`config.mk`:
```
export PLATFORM = sky130hd
export DESIGN_NAME = alu_retire_stage
export DESIGN_NICKNAME = d
export VERILOG_FILES = /design/src/rtl/alu_retire_stage.sv
export SDC_FILE = /design/constraint.sdc
export NUM_CORES = 1
export LEC_CHECK = 0
export CAP_MARGIN = 20
export CORE_MARGIN = 3
export CORE_UTILIZATION = 40
export DETAILED_ROUTE_END_ITERATION = 12
export PLACE_DENSITY = 0.71
export SLEW_MARGIN = 20
export SYNTH_ARGS = -nofsm -noshare
export SYNTH_HDL_FRONTEND = slang
export SYNTH_SLANG_ARGS = --single-unit
```
`constraint.sdc`:
```
create_clock -name clk -period 6.7 [get_ports clk]
set_input_delay 0.67 -clock clk [delete_from_list [all_inputs] [get_ports clk]]
set_output_delay 0.67 -clock clk [all_outputs]
set_load 0.01 [all_outputs]
```
`src/rtl/alu_retire_stage.sv`:
```
// Retire stage behind the 16-bit ALU: 2-entry skid buffer, flag register, branch resolution.
// Optional ALU_STALL_CNT_EN adds a saturating upstream stall counter on port stall_cnt.
module alu_retire_stage #(
    parameter int DW    = 16,
    parameter int RW    = 4,
    parameter int DEPTH = 2
) (
    input  logic          clk,
    input  logic          rst,
    input  logic          flush,
    input  logic          in_valid,
    output logic          in_ready,
    input  logic [DW-1:0] alu_out,
    input  logic [2:0]    alu_flags,
    input  logic          set_flags,
    input  logic          wr_en,
    input  logic [RW-1:0] dst,
    input  logic          is_branch,
    input  logic [2:0]    cond,
    input  logic [DW-1:0] target,
    output logic          out_valid,
    input  logic          out_ready,
    output logic          wb_en,
    output logic [RW-1:0] wb_dst,
    output logic [DW-1:0] wb_data,
    output logic          br_taken,
    output logic [DW-1:0] br_target,
    output logic [2:0]    flags_q,
    output logic [1:0]    dbg_state_o
`ifdef ALU_STALL_CNT_EN
    ,
    output logic [15:0]   stall_cnt
`endif
);

    // Handshakes: a beat transfers on a rising edge where valid & ready are both high;
    // valid never waits on ready, and in_ready is decoded from occupancy alone.
    typedef enum logic [1:0] {
        EMPTY = 2'd0,
        ONE   = 2'd1,
        FULL  = 2'd2
    } state_t;

    typedef struct packed {
        logic [DW-1:0] data;
        logic [2:0]    flags;
        logic          set_flags;
        logic          wr_en;
        logic [RW-1:0] dst;
        logic          is_branch;
        logic [2:0]    cond;
        logic [DW-1:0] target;
    } entry_t;

    state_t state_q;
    entry_t mem_q [DEPTH];
    logic   rd_ptr_q;
    logic   wr_ptr_q;
    entry_t head;
    entry_t in_entry;
    logic   accept;
    logic   retire;

    assign in_ready  = (state_q != FULL);
    assign out_valid = (state_q != EMPTY);
    assign accept    = in_valid & in_ready;
    assign retire    = out_valid & out_ready;
    assign head      = mem_q[rd_ptr_q];

    assign in_entry = '{data: alu_out, flags: alu_flags, set_flags: set_flags, wr_en: wr_en,
                        dst: dst, is_branch: is_branch, cond: cond, target: target};

    // Branch sees flags_q before any update from this same head retiring.
    assign wb_en       = out_valid & head.wr_en;
    assign wb_dst      = head.dst;
    assign wb_data     = head.data;
    assign br_taken    = out_valid & head.is_branch & (|(head.cond & flags_q));
    assign br_target   = head.target;
    assign dbg_state_o = state_q;

    always_ff @(posedge clk) begin
        if (rst) begin
            state_q  <= EMPTY;
            rd_ptr_q <= 1'b0;
            wr_ptr_q <= 1'b0;
            flags_q  <= 3'b010;
            for (int i = 0; i < DEPTH; i++) begin
                mem_q[i] <= '0;
            end
        end else begin
            if (retire && head.set_flags) begin
                flags_q <= head.flags;
            end
            // A same-cycle retire still completes; everything else is discarded.
            if (flush) begin
                state_q  <= EMPTY;
                rd_ptr_q <= 1'b0;
                wr_ptr_q <= 1'b0;
            end else begin
                if (accept) begin
                    mem_q[wr_ptr_q] <= in_entry;
                    wr_ptr_q        <= ~wr_ptr_q;
                end
                if (retire) begin
                    rd_ptr_q <= ~rd_ptr_q;
                end
                case (state_q)
                    EMPTY: if (accept) state_q <= ONE;
                    ONE: begin
                        if (accept && !retire) state_q <= FULL;
                        else if (!accept && retire) state_q <= EMPTY;
                    end
                    FULL:    if (retire) state_q <= ONE;
                    default: state_q <= EMPTY;
                endcase
            end
        end
    end

`ifdef ALU_STALL_CNT_EN
    logic [15:0] stall_cnt_q;

    always_ff @(posedge clk) begin
        if (rst) begin
            stall_cnt_q <= 16'd0;
        end else if (in_valid && !in_ready && stall_cnt_q != 16'hFFFF) begin
            stall_cnt_q <= stall_cnt_q + 16'd1;
        end
    end

    assign stall_cnt = stall_cnt_q;
`endif

endmodule
```
==> impl_metrics.json <==
{
  "cts-buffers-inserted": 9,
  "dp.final_hpwl_um": 5240,
  "htree_levels": 3,
  "regToRegSetupSlack_ns": 4.42,
  "tightest_slew_ns": 0.651,
  "critPathMaxStageDelay_ns": 0.60,
  "p_leak_nw": 2.00,
  "finalWirelength_um": 8160,
  "status": "finished clean",
  "initial_core_util_pct": 41.6,
  "dpl_cell_area_sq_um": 5300,
  "clk_pin_slew_worst_paths_ns": 0.06,
  "place_ws_ns": 3.18,
  "dieHeight_um": 113,
  "cp-endpoint": "mem_q[1][22]",
  "dieArea_sq_um": 12700,
  "via_per_inst": 4.77,
  "synthesis.area_sq_um": 4570,
  "vdd_drop_max_uv": 125,
  "areaGrowthSynthToFinish_pct": 21.8,
  "cp_max_fo": 46,
  "num_rows": 38,
  "finClkSkew_ns": 0.00557,
  "grt_remaining_overflow": 0,
  "cp.depth": 5,
  "insertion_delay_ns": 0.33,
  "yosysWarningCount": 0,
  "setup_ws_ns": 3.88,
  "postCtsSetupBuffers": 0,
  "final-max-slew-violation-count": 0,
  "clock_tree.root_cell": "clkbuf_16",
  "stdcell_area_sq_um": 5560,
  "synth_edf_count": 90,
  "hold_class": "register to register",
  "diodes": 0,
  "wl_per_cell_um": 15.6,
  "drc": 0,
  "clockBufferDepth": 2,
  "via_count": 2492,
  "cts_hold_buf": 0,
  "track_usage_pct": 12.8,
  "start_kind": "primary input",
  "seq_area_frac_synth_pct": 62.7,
  "r2r_cells": 4,
  "crit_path_top_delay_cell": "or2_4",
  "critPathCaptureType": "register",
  "layout.nets": 428,
  "max_cap_viol_count": 0,
  "setup_tns_ns": 0,
  "die_w_um": 113,
  "maxSlewHeadroom_pct": 56.6,
  "synth_flop_cell": "edfxtp_1",
  "grt_setup_unrepaired": "no",
  "syn_inst": 321,
  "multiInputGateArea_sq_um": 1300,
  "critPathArrivalTime_ns": 2.79,
  "io_buffers": 94,
  "reg2reg_to": "mem_q[1][22]",
  "syn_area_per_cell_sq_um": 14.2,
  "gp_congestion": 0.687,
  "utilization_pct": 50.7,
  "cts_resized": 0,
  "synth_top_area_share_pct": 59.2,
  "firstDrtPassIters": 4,
  "antenna_found_initial": 0,
  "grt_pass1_wl_um": 12500,
  "drt_iter0_drc": 146,
  "path_buf_inv": 2,
  "seqCellArea_sq_um": 2870,
  "ios": 95,
  "synth_area_leaders": "edfxtp_1 59%, and2_1 12%, mux2_2 9.1%, buf_4 5.9%, dfxtp_1 3.5%",
  "crit_family": "simple AND/OR/NAND/NOR gates",
  "grt_pass1_vias": 2498,
  "n_fill_cell": 943,
  "period_share_pct": 42.1,
  "layout-drive-gt1-share_pct": 14.9,
  "crit_path_cell_trace": "clkdlybuf4s50_1, or2_1, nor4_4, buf_4, or2_4",
  "final_hold_viol_count": 0,
  "layout_min_cycle_time_ns": 2.82,
  "setup_viol": 0,
  "grt_max_degree": 47,
  "fmax_ghz": 0.354,
  "synth.distinct_cells": 31,
  "ys_ff_latch": 98,
  "core_area_sq_um": 11000,
  "crit_start": "rst",
  "synthArstFlopShare_pct": 0,
  "r2r_start": "dbg_state_o[0]",
  "yosysTopAreaCell": "edfxtp_1",
  "ant_nets": 0,
  "clock-sinks": 98,
  "power_density_nw_per_um2": 231,
  "required_ns": 6.67,
  "fin_hold_ws_ns": 0.516,
  "path_class": "primary input to register",
  "synthTopCellsByCount": "90 x and2_1, 90 x edfxtp_1, 37 x mux2_2",
  "cts_tree": "yes",
  "synth_nets": 371
}
## registers in the layout (all words and copies together), names as in the netlist, named ones only
signal,cells
flags_q,3
wr_ptr_q,1
dbg_state_o,2
rd_ptr_q,1
mem_q,90
## metrics by stage
| stage | power [mW] | std cells |
|---|---|---|
| 5_1_grt | 1.33 | 522 |
| 6_report | 1.28 | 522 |
| 3_3_place_gp | 0.850 | 507 |
| 4_1_cts | 1.29 | 522 |
| 2_1_floorplan | 0.794 | 321 |
| 3_5_place_dp | 0.853 | 507 |
## cell usage in the layout, fill, tap and decap left out, types with 3 or more instances in the layout
cell type	n
and2_1	90
dfxtp_1	7
clkbuf_16	9
o21ai_0	4
clkdlybuf4s50_1	94
mux2_2	37
nor2_1	5
a21oi_1	4
edfxtp_1	90
clkinv_1	3
or3_1	3
mux2i_1	5
## where the power goes
group          switching, mW  total [mW]  internal, mW
logic                 0.0534       0.130        0.0761
clock network          0.201       0.447         0.246
registers             0.0102       0.708         0.698
## routing by layer
layer | GRT usage [%] | up-vias | part of all wire (%)
met5 | 0 | - | 0
met4 | 4.09 | 0 | 1.1
met3 | 3.74 | 8 | 5.6
met2 | 21.8 | 71 | 51
met1 | 15.8 | 1205 | 43
li1 | - | 1208 | -
## cell type report
type / instances / share of cell area [%]
Tap cell: 140 / 3.15
Sequential cell: 98 / 51.5
Clock inverter: 4 / 0.360
Timing Repair Buffer: 96 / 17.2
Clock buffer: 11 / 4.18
Inverter: 4 / 0.270
Multi-Input combinational cell: 169 / 23.3
## worst reg2reg max path: cells and delay by family, from the launching register on
| family | cells | cell delay, ns |
|---|---|---|
| buffers and inverters | 1 | 0.39 |
| flip-flops | 1 | 0.43 |
| AND/OR/NAND/NOR | 3 | 1.05 |
## worst min-delay path by stage
stage / from / endpoint / slack, ns / cells after the start
after global routing: wr_ptr_q / wr_ptr_q / 0.55 / 2
after CTS: rd_ptr_q / rd_ptr_q / 0.51 / 2
final: rd_ptr_q / rd_ptr_q / 0.52 / 2
after detailed placement: rd_ptr_q / rd_ptr_q / 0.50 / 2
after global placement: rd_ptr_q / rd_ptr_q / 0.49 / 2
after floorplan: rd_ptr_q / register / 0.47 / 2
## kinds of logic (layout without fill, tap and decap cells)
logic type | after synthesis | count (layout) | synth area share, %
flip-flops | 98 | 98 | 62.7
multiplexers | 42 | 42 | 10.2
XOR/XNOR | 1 | 1 | 0.192
buffers and inverters | 54 | 115 | 8.99
AO/OA/AOI/OAI | 16 | 16 | 2.27
AND/OR/NAND/NOR | 110 | 110 | 15.6
No activity file was read; power rests on OpenSTA's default activity.
